## config.mk

```make
export PLATFORM = sky130hd
export DESIGN_NAME = psum_collector
export DESIGN_NICKNAME = d
export VERILOG_FILES = /design/src/rtl/psum_collector.sv
export SDC_FILE = /design/constraint.sdc
export NUM_CORES = 1
export LEC_CHECK = 0
export ABC_CLOCK_PERIOD_IN_PS = 3800
export BUFFER_PORTS_ARGS = -buffer_cell sky130_fd_sc_hd__buf_4
export CAP_MARGIN = 20
export CORE_MARGIN = 2
export CORE_UTILIZATION = 35
export CTS_CLUSTER_SIZE = 30
export DETAILED_ROUTE_END_ITERATION = 7
export GPL_TIMING_DRIVEN = 0
export PLACE_DENSITY = 0.56
export SYNTH_ARGS = -nofsm -noshare
export SYNTH_HDL_FRONTEND = slang
export SYNTH_SLANG_ARGS = --single-unit
```

## constraint.sdc

```tcl
create_clock -name i_clk -period 3.8 [get_ports i_clk]
set_input_delay 0 -clock i_clk [delete_from_list [all_inputs] [get_ports i_clk]]
set_output_delay 0 -clock i_clk [all_outputs]
set_load 0.01 [all_outputs]
```

## src/rtl/psum_collector.sv

```systemverilog
`default_nettype none
// ============================================================================
// Module      : psum_collector
// Description : Collects PEROW-lane partial-sum vectors over a rdy/ack
//               handshake into a small vector FIFO, then serializes them one
//               lane per cycle into global-buffer writes at consecutive
//               addresses starting at i_base_addr.
// Revision    : 1.0 - initial release
// ----------------------------------------------------------------------------
// Ports
//   i_clk, i_rst_n  : clock, asynchronous active-low reset
//   i_start         : job start pulse (accepted only when idle)
//   i_total         : vectors in the job (0 behaves as 1)
//   i_base_addr     : first global-buffer write address
//   i_relu          : ReLU enable, captured at job start
//   POUT_rdy        : sender has a vector valid
//   POUT_ack        : collector accepts the vector this cycle
//   i_Psum_POUT     : psum vector, lane 0 in the least significant bits
//   i_gb_stall      : global buffer cannot accept a write this cycle
//   o_gb_wen        : global-buffer write strobe (registered)
//   o_gb_waddr      : global-buffer write address
//   o_gb_wdata      : global-buffer write data
//   o_busy          : job in progress
//   o_done          : one-cycle job completion pulse
// Build option
//   PSUMCOL_RELU_EN : when defined, negative lanes are written as zero if
//                     i_relu was set at job start
// ============================================================================
module psum_collector #(
    parameter int PEROW    = 4,
    parameter int PSUMDWD  = 16,
    parameter int FIFODEP  = 4,
    parameter int GBADDRWD = 12
) (
    input  logic                       i_clk,
    input  logic                       i_rst_n,
    input  logic                       i_start,
    input  logic [15:0]                i_total,
    input  logic [GBADDRWD-1:0]        i_base_addr,
    input  logic                       i_relu,
    input  logic                       POUT_rdy,
    output logic                       POUT_ack,
    input  logic [PEROW*PSUMDWD-1:0]   i_Psum_POUT,
    input  logic                       i_gb_stall,
    output logic                       o_gb_wen,
    output logic [GBADDRWD-1:0]        o_gb_waddr,
    output logic [PSUMDWD-1:0]         o_gb_wdata,
    output logic                       o_busy,
    output logic                       o_done
);

    localparam int c_VEC_W  = PEROW * PSUMDWD;
    localparam int c_PTR_W  = (FIFODEP > 1) ? $clog2(FIFODEP) : 1;
    localparam int c_LANE_W = (PEROW > 1) ? $clog2(PEROW) : 1;
    localparam logic [c_PTR_W:0]    c_FULL_CNT  = (c_PTR_W + 1)'(FIFODEP);
    localparam logic [c_LANE_W-1:0] c_LAST_LANE = c_LANE_W'(PEROW - 1);

    typedef enum logic [1:0] {
        S_IDLE  = 2'd0,
        S_RUN   = 2'd1,
        S_DRAIN = 2'd2,
        S_DONE  = 2'd3
    } state_t;

    state_t r_state;
    state_t w_next_state;

    // Vector FIFO
    logic [c_VEC_W-1:0]  r_fifo [FIFODEP];
    logic [c_PTR_W-1:0]  r_wr_ptr;
    logic [c_PTR_W-1:0]  r_rd_ptr;
    logic [c_PTR_W:0]    r_count;

    // Job bookkeeping and serializer
    logic [15:0]         r_total;
    logic [15:0]         r_xfer_cnt;
    logic [GBADDRWD-1:0] r_next_addr;
    logic [c_LANE_W-1:0] r_lane;

    logic                w_start;
    logic                w_empty;
    logic                w_full;
    logic                w_push;
    logic                w_emit;
    logic                w_pop;
    logic                w_last_xfer;
    logic [c_VEC_W-1:0]  w_head;
    logic [PSUMDWD-1:0]  w_lanes [PEROW];
    logic [PSUMDWD-1:0]  w_lane_raw;
    logic [PSUMDWD-1:0]  w_lane_out;

    assign w_start     = (r_state == S_IDLE) && i_start;
    assign w_empty     = (r_count == '0);
    assign w_full      = (r_count == c_FULL_CNT);
    assign POUT_ack    = (r_state == S_RUN) && !w_full;
    assign w_push      = POUT_rdy && POUT_ack;
    // A lane is emitted whenever a vector is buffered and the GB can take it;
    // the head vector is released once its last lane goes out.
    assign w_emit      = !w_empty && !i_gb_stall;
    assign w_pop       = w_emit && (r_lane == c_LAST_LANE);
    assign w_last_xfer = w_push && ((r_xfer_cnt + 16'd1) == r_total);

    assign o_busy      = (r_state != S_IDLE);
    assign o_done      = (r_state == S_DONE);

    assign w_head      = r_fifo[r_rd_ptr];

    generate
        for (genvar g = 0; g < PEROW; g++) begin : g_lane_split
            assign w_lanes[g] = w_head[g*PSUMDWD +: PSUMDWD];
        end
    endgenerate

    assign w_lane_raw = w_lanes[r_lane];

`ifdef PSUMCOL_RELU_EN
    logic r_relu;

    always_ff @(posedge i_clk or negedge i_rst_n) begin
        if (!i_rst_n) begin
            r_relu <= 1'b0;
        end else if (w_start) begin
            r_relu <= i_relu;
        end
    end

    assign w_lane_out = (r_relu && w_lane_raw[PSUMDWD-1]) ? '0 : w_lane_raw;
`else
    logic w_unused_relu;
    assign w_unused_relu = i_relu;
    assign w_lane_out    = w_lane_raw;
`endif

    // ------------------------------------------------------------------
    // FSM
    // ------------------------------------------------------------------
    always_ff @(posedge i_clk or negedge i_rst_n) begin
        if (!i_rst_n) begin
            r_state <= S_IDLE;
        end else begin
            r_state <= w_next_state;
        end
    end

    always_comb begin
        w_next_state = r_state;
        case (r_state)
            S_IDLE:  if (i_start)     w_next_state = S_RUN;
            S_RUN:   if (w_last_xfer) w_next_state = S_DRAIN;
            // An empty FIFO in DRAIN means the final lane is on the GB port
            // this cycle, so completion is flagged the cycle after it.
            S_DRAIN: if (w_empty)     w_next_state = S_DONE;
            S_DONE:                   w_next_state = S_IDLE;
            default:                  w_next_state = S_IDLE;
        endcase
    end

    // ------------------------------------------------------------------
    // FIFO storage and control
    // ------------------------------------------------------------------
    always_ff @(posedge i_clk) begin
        if (w_push) begin
            r_fifo[r_wr_ptr] <= i_Psum_POUT;
        end
    end

    always_ff @(posedge i_clk or negedge i_rst_n) begin
        if (!i_rst_n) begin
            r_wr_ptr <= '0;
            r_rd_ptr <= '0;
            r_count  <= '0;
        end else begin
            if (w_push) r_wr_ptr <= r_wr_ptr + c_PTR_W'(1);
            if (w_pop)  r_rd_ptr <= r_rd_ptr + c_PTR_W'(1);
            case ({w_push, w_pop})
                2'b10:   r_count <= r_count + (c_PTR_W + 1)'(1);
                2'b01:   r_count <= r_count - (c_PTR_W + 1)'(1);
                default: r_count <= r_count;
            endcase
        end
    end

    // ------------------------------------------------------------------
    // Job counters and lane serializer
    // ------------------------------------------------------------------
    always_ff @(posedge i_clk or negedge i_rst_n) begin
        if (!i_rst_n) begin
            r_total     <= 16'd1;
            r_xfer_cnt  <= '0;
            r_next_addr <= '0;
            r_lane      <= '0;
            o_gb_wen    <= 1'b0;
            o_gb_waddr  <= '0;
            o_gb_wdata  <= '0;
        end else begin
            if (w_start) begin
                r_total     <= (i_total == '0) ? 16'd1 : i_total;
                r_xfer_cnt  <= '0;
                r_next_addr <= i_base_addr;
            end else if (w_push) begin
                r_xfer_cnt  <= r_xfer_cnt + 16'd1;
            end

            o_gb_wen <= w_emit;
            if (w_emit) begin
                o_gb_wdata  <= w_lane_out;
                o_gb_waddr  <= r_next_addr;
                r_next_addr <= r_next_addr + GBADDRWD'(1);
                r_lane      <= (r_lane == c_LAST_LANE) ? '0 : r_lane + c_LANE_W'(1);
            end
        end
    end

endmodule
`default_nettype wire

```

[After elaboration in Yosys (flattened, before gate mapping)]
Memory sizes are Yosys's and may differ from the RTL's.
Cells that the tools add are included.
Storage, ports and cells
  memories: 1
  flip-flop bits (word level): 84
  output and inout port bits: 32
  input port bits: 98
  RAM bits: 256
Cells by class
  reduce and logical (&&, ||, !) cells: 17
  mux-type cells: 16
  bitwise gates (word level): 1
  order comparisons: 1
  add/sub/neg operators: 7
  equality and inequality tests: 11
Memory list
  r_fifo: words 4, width 64, read ports 1, clocked after Yosys merged registers in 0, write ports 1, RTL line 69  | logic [c_VEC_W-1:0] r_fifo [FIFODEP];
Operators with widths (number)
  $mux 16: 5
  $bmux 16 s2: 1
  $mux 12: 2
  $add 16x1->16 const B: 1
  $eq 16x16->1: 1
  $logic_not 16->1: 1
  $add 12x1->12 const B: 1
  $eq 2x2->1 const B: 4
  $mux 2: 4
  $pmux 2 s4: 1
  $reduce_bool 2->1: 4
  $add 2x1->2 const B: 3
  $logic_and 1x1->1: 6
  $ne 2x2->1 const B: 3
  $pmux 3 s2: 1
  $eq 2x1->1 const B: 2
  $add 3x1->3 const B: 1
  $eq 3x3->1 const B: 1
  $ge 3x3->1 const B: 1
  $logic_not 1->1: 3
  $logic_not 3->1: 1
  $not 2->3: 1
  $reduce_and 3->1: 1
  $sub 3x1->3 const B: 1
  2 further kinds: 3

[Depth between registers and ports, before layout]
  word-level depth: 7
  mapped depth: 12

[Worst setup path after synthesis]
No wires, ideal clock.
  path kind: register to register
  start point: register r_state[1]
  end point: memory r_fifo[0][0] in the netlist's numbering (enable)
  setup slack: 0.484 ns
  data arrival time: 2.887 ns
  path buffers: 1
  stages on the path, launching flop included: 7
  required time: 3.371 ns
  path through: dfrtp_1 > inv_1 > ha_1 > nand2_1 > a21oi_1 > clkbuf_1 > and2_1
On the way
  longest elaborated chain between the ends: 5
Ends and longest elaborated chain
  from (decl): RTL line 65  | state_t r_state;
  from (signal assigned): RTL line 141  | r_state <= w_next_state;
  $eq 2x1->1: RTL line 95  | assign POUT_ack = (r_state == S_RUN) && !w_full;
  $logic_and 1x1->1: RTL line 95
  $logic_and 1x1->1: RTL line 96  | assign w_push = POUT_rdy && POUT_ack;
  $mux 1: RTL line 162  | if (w_push) begin
  $mux 1 (implied by the code): RTL line 163  | r_fifo[r_wr_ptr] <= i_Psum_POUT;
  to (decl): RTL line 69
No other way between the ends.

[Worst setup path in the final report]
  start point: register r_rd_ptr[1]
  end point: register o_gb_wdata[5]
On the way
  longest elaborated chain between the ends: 4
Ends and longest elaborated chain
  from (decl): RTL line 71  | logic [c_PTR_W-1:0] r_rd_ptr;
  from (signal assigned): RTL line 174  | if (w_pop) r_rd_ptr <= r_rd_ptr + c_PTR_W'(1);
  $mem_v2 4x64
  $bmux 16 s2: RTL line 114  | assign w_lane_raw = w_lanes[r_lane];
  $mux 16 (implied by the code) (2 in series): RTL line 114
  to (signal assigned): RTL line 206  | o_gb_wdata <= w_lane_out;
  to (decl): RTL line 47  | output logic [PSUMDWD-1:0] o_gb_wdata,
No other way between the ends. The select of a mux whose other input is x is not followed.
A chain may end at the register's enable or synchronous reset.

==> results by stage <==
Synthesis:
- The share of synthesized area in the top cell type comes to 0.554.
- The number of different library cells used by synthesis comes to 54.
- edfxtp_1 is the most common cell in the netlist.
- In the synthesized netlist the dominant register cell turns out to be edfxtp_1.
- Summing every instance area after synthesis gives 13900 µm².
- Counting every net in the synthesized netlist gives 949.
- The number of synthesized flops with an enable pin is 256.
- Summed over all instances, the cell type with the most area after synthesis is edfxtp_1.
- The commonest cells after synthesis are 256 x edfxtp_1, 161 x nand2_1, 83 x dfrtp_1, 80 x mux4_2, 38 x nor2_1.
- A synthesized cell averages 16.6 µm².
- The number of standard cells after synthesis is 837.
- The total number of yosys warnings is 0.
- Yosys attributes the largest share of cell area to edfxtp_1 55%, dfrtp_1 15%, mux4_2 13%.
- The number of synthesized register bits is 340.
- The post-synthesis async set-or-reset flop share is 0.247.
- For this run, the register share of the synthesized area comes to 0.706.

Worst setup path:
- Measured in cells, the most critical reg-to-reg path has a length of 6.
- The beginning of the worst register-to-register path is r_rd_ptr[1].
- The worst setup path is captured at a flip-flop.
- The worst path required time is 4.23 ns.
- The worst setup path is of the reg2reg kind.
- In this run the critical register-to-register path is captured at o_gb_wdata[5].
- In this run the worst path has a maximum fanout of 10.
- The kind of start point of the critical path is a flip-flop.
- The setup check on the worst reg-to-reg path leaves a slack of 0.85 ns.
- For the worst setup path, the data arrival time is 3.38 ns.

Clock network:
- Clock-pin slew was measured on the worst setup and hold paths at 0.06 ns.
- The total clock sinks is 340.
- The TritonCTS clock tree is built.
- The clock network latency to the later pin of the worst-skew pair is 0.55 ns.
- CTS placed an instance of clkbuf_16 at the clock tree root.
- The number of buffers created by CTS is 38.
- The longest clock path from root to sink contains 3 buffers.
- The number of levels the H-tree was split into is 2.
- The post-CTS setup repair buffer count is 0.

Worst hold path:
- The source of the worst hold timing path is i_start.
- The class of the most critical hold timing path is in2reg.
- The worst min-delay path endpoint is r_total[0].
- The worst hold path passes through 5 cells.

Pwr:
- The leakage power is 6.65 nW.
- The largest vdd supply drop is 460 µV.
- Power spread over the standard cell area amounts to 691 nW/µm².

Die:
- The die covers 41300 µm².
- The total area inside the core boundary comes to 38900 µm².
- In this run the horizontal extent of the chip is 203 µm.
- The initial cell density of the core is 0.357.
- The vertical die dimension is 203 µm.
- Row generation in the floorplan step produced 72 rows.
- The number of top-level design ports is 130.

Timing:
- The number of setup violations in the final report is 0.
- The post-route fraction of the period consumed by the critical path is 0.777.
- The number of endpoints with negative hold slack in the final report is 0.
- The maximum operating frequency is 0.338 GHz.
- In this run the tightest slew margin relative to its limit is 0.341.
- Setup repair after global routing left no endpoint under its margin.
- The post-layout minimum cycle time is 2.95 ns.
- The transition time at the pin with the least slew margin is 0.988 ns.
- The max-slew violation total from the final report is 0.
- The clock tree skew after final layout is 0.0132 ns.

Detailed routing:
- The violation count after the first detailed-routing iteration is 430.
- After detailed routing, the average wire length per cell comes to 19.8 µm.
- The DRC violation count after routing is 0.
- The detailed-router iteration count before antenna repair is 5.
- The total wire length after detailed routing is 32800 µm.
- Dividing the detail-routed via count by the number of cells gives 4.83.
- Once detail routing completed, the nets flagged for antenna violations numbered 0.
- The routed layout has 8011 vias.

Global routing:
- The number of global-route vias before repair came to 8423.
- In the global route stage, overall resource usage came out at 0.163.
- The final global-route overflow total is 0.
- The first global-routing pass estimated 50200 µm of wire.
- Entering global routing, the biggest net connects 63 pins.
- The initial antenna violation count came to 1.

Cells and area:
- Of the cells placed in the final design, the portion with a size suffix greater than 1 is 0.264.
- The finished cells cover 17900 µm².
- The number of nets in the final layout is 1224.
- The post-layout instance count excluding filler cells is 1659.
- Compared with the post-synthesis result, the final layout area differs by 28.8%.
- The number of inserted filler cells in the final layout is 3486.
- 0 antenna diodes ended up in the layout.
- The footprint of the multi-input gates is 3850 µm².
- In the final layout, flip-flops and latches occupy 9790 µm².

Placement:
- The placed cell count is 1490.
- The placement-stage cell area is 15700 µm².
- The wire-length estimate of the detail-placed layout is 20400 µm.
- The final weighted congestion in routability-driven placement is 0.762.
- The count of buffers added on input and output ports is 128.

Outcome:
- The run finished with clean final reports.

Run:
- The max-cap violation count is 0.
[layout make-up]
class	instances	share of cell area
Tap cell	518	0.0363
Clock inverter	21	0.0114
Buffer	39	0.0104
Sequential cell	340	0.548
Timing Repair Buffer	235	0.120
Clock buffer	48	0.0558
Inverter	15	0.00315
Multi-Input combinational cell	443	0.216
[per-layer routing]
layer / GRT usage / wire, µm / vias up
li1: - / - / 3726
met5: 0 / 13 / -
met1: 0.216 / 14600 / 4050
met4: 0.0503 / 684 / 2
met3: 0.0305 / 1600 / 50
met2: 0.273 / 15900 / 183
[repair_timing]
item,in CTS,in global routing
hold buffers,99,0
resized for setup,0,0
hold endpoints to repair,367,0
[cell families (layout without fill, tap and decap cells)]
| logic type | Yosys count | count (layout) | share of synthesized area |
|---|---|---|---|
| AOI/OAI and AO/OA | 47 | 47 | 0.0236 |
| xor gates and xnor gates | 41 | 41 | 0.0259 |
| adders and majority gates | 14 | 14 | 0.0132 |
| muxes | 82 | 82 | 0.132 |
| buffers and inverters | 54 | 358 | 0.0175 |
| and+or+nand+nor | 259 | 259 | 0.0827 |
| DFF | 340 | 340 | 0.706 |
[worst max path at each step]
stage	startpoint	endpoint	slack (ns)	depth (start not counted)
floorplan	r_state[1]	r_fifo[0][0]	0.48	6
global placement	r_state[1]	r_fifo[1][60]	-1.38	6
detailed placement	r_rd_ptr[0]	o_gb_wdata[6]	0.73	6
CTS	r_rd_ptr[0]	o_gb_wdata[6]	0.72	6
global route	r_count[0]	r_count[2]	0.52	12
finish	r_rd_ptr[1]	o_gb_wdata[5]	0.85	6
[state kept, by name, summed over array words and instances, names as in the netlist, 3 cells and up]
register and cells:
r_count 3, o_gb_wdata 16, r_fifo 256, r_next_addr 12
r_total 16, o_gb_waddr 12, r_xfer_cnt 16
[metrics by stage]
step | utilization | setup WS, ns | hold WS (ns) | setup TNS, ns | total power, mW
2_1_floorplan | - | 0.484 | -0.296 | 0 | 7.41
4_1_cts | 0.459 | 0.719 | 0.00427 | 0 | 12.6
3_3_place_gp | 0.398 | -1.38 | 0.201 | -334.68 | 8.73
5_1_grt | 0.459 | 0.523 | 0.0760 | 0 | 13.0
3_5_place_dp | 0.402 | 0.726 | -0.0287 | 0 | 8.83
6_report | 0.459 | 0.846 | 0.0369 | 0 | 12.4
[report_power, final]
| group | leakage [nW] | internal (mW) | switching, mW |
|---|---|---|---|
| clock network | 0.590 | 2.08 | 1.50 |
| registers | 3.35 | 4.63 | 0.360 |
| logic | 2.71 | 1.84 | 1.94 |
[cells in the final DEF, fill, tap and decap left out, drive strengths merged, types with 23 or more instances in the layout]
| master | instances |
|---|---|
| dfrtp | 83 |
| xnor2 | 23 |
| edfxtp | 256 |
| clkbuf | 72 |
| nand2 | 161 |
| buf | 152 |
| mux4 | 80 |
| dlygate4sd3 | 98 |
| nor2 | 38 |
[critical path, cell delays in order (launching register included)]
cell	delay, ns
dfrtp_1	0.34
clkbuf_1	0.63
clkbuf_1	0.80
mux4_2	0.43
mux4_2	0.49
nand2_1	0.08
nand2_1	0.05
(Power assumes the default switching activity.)
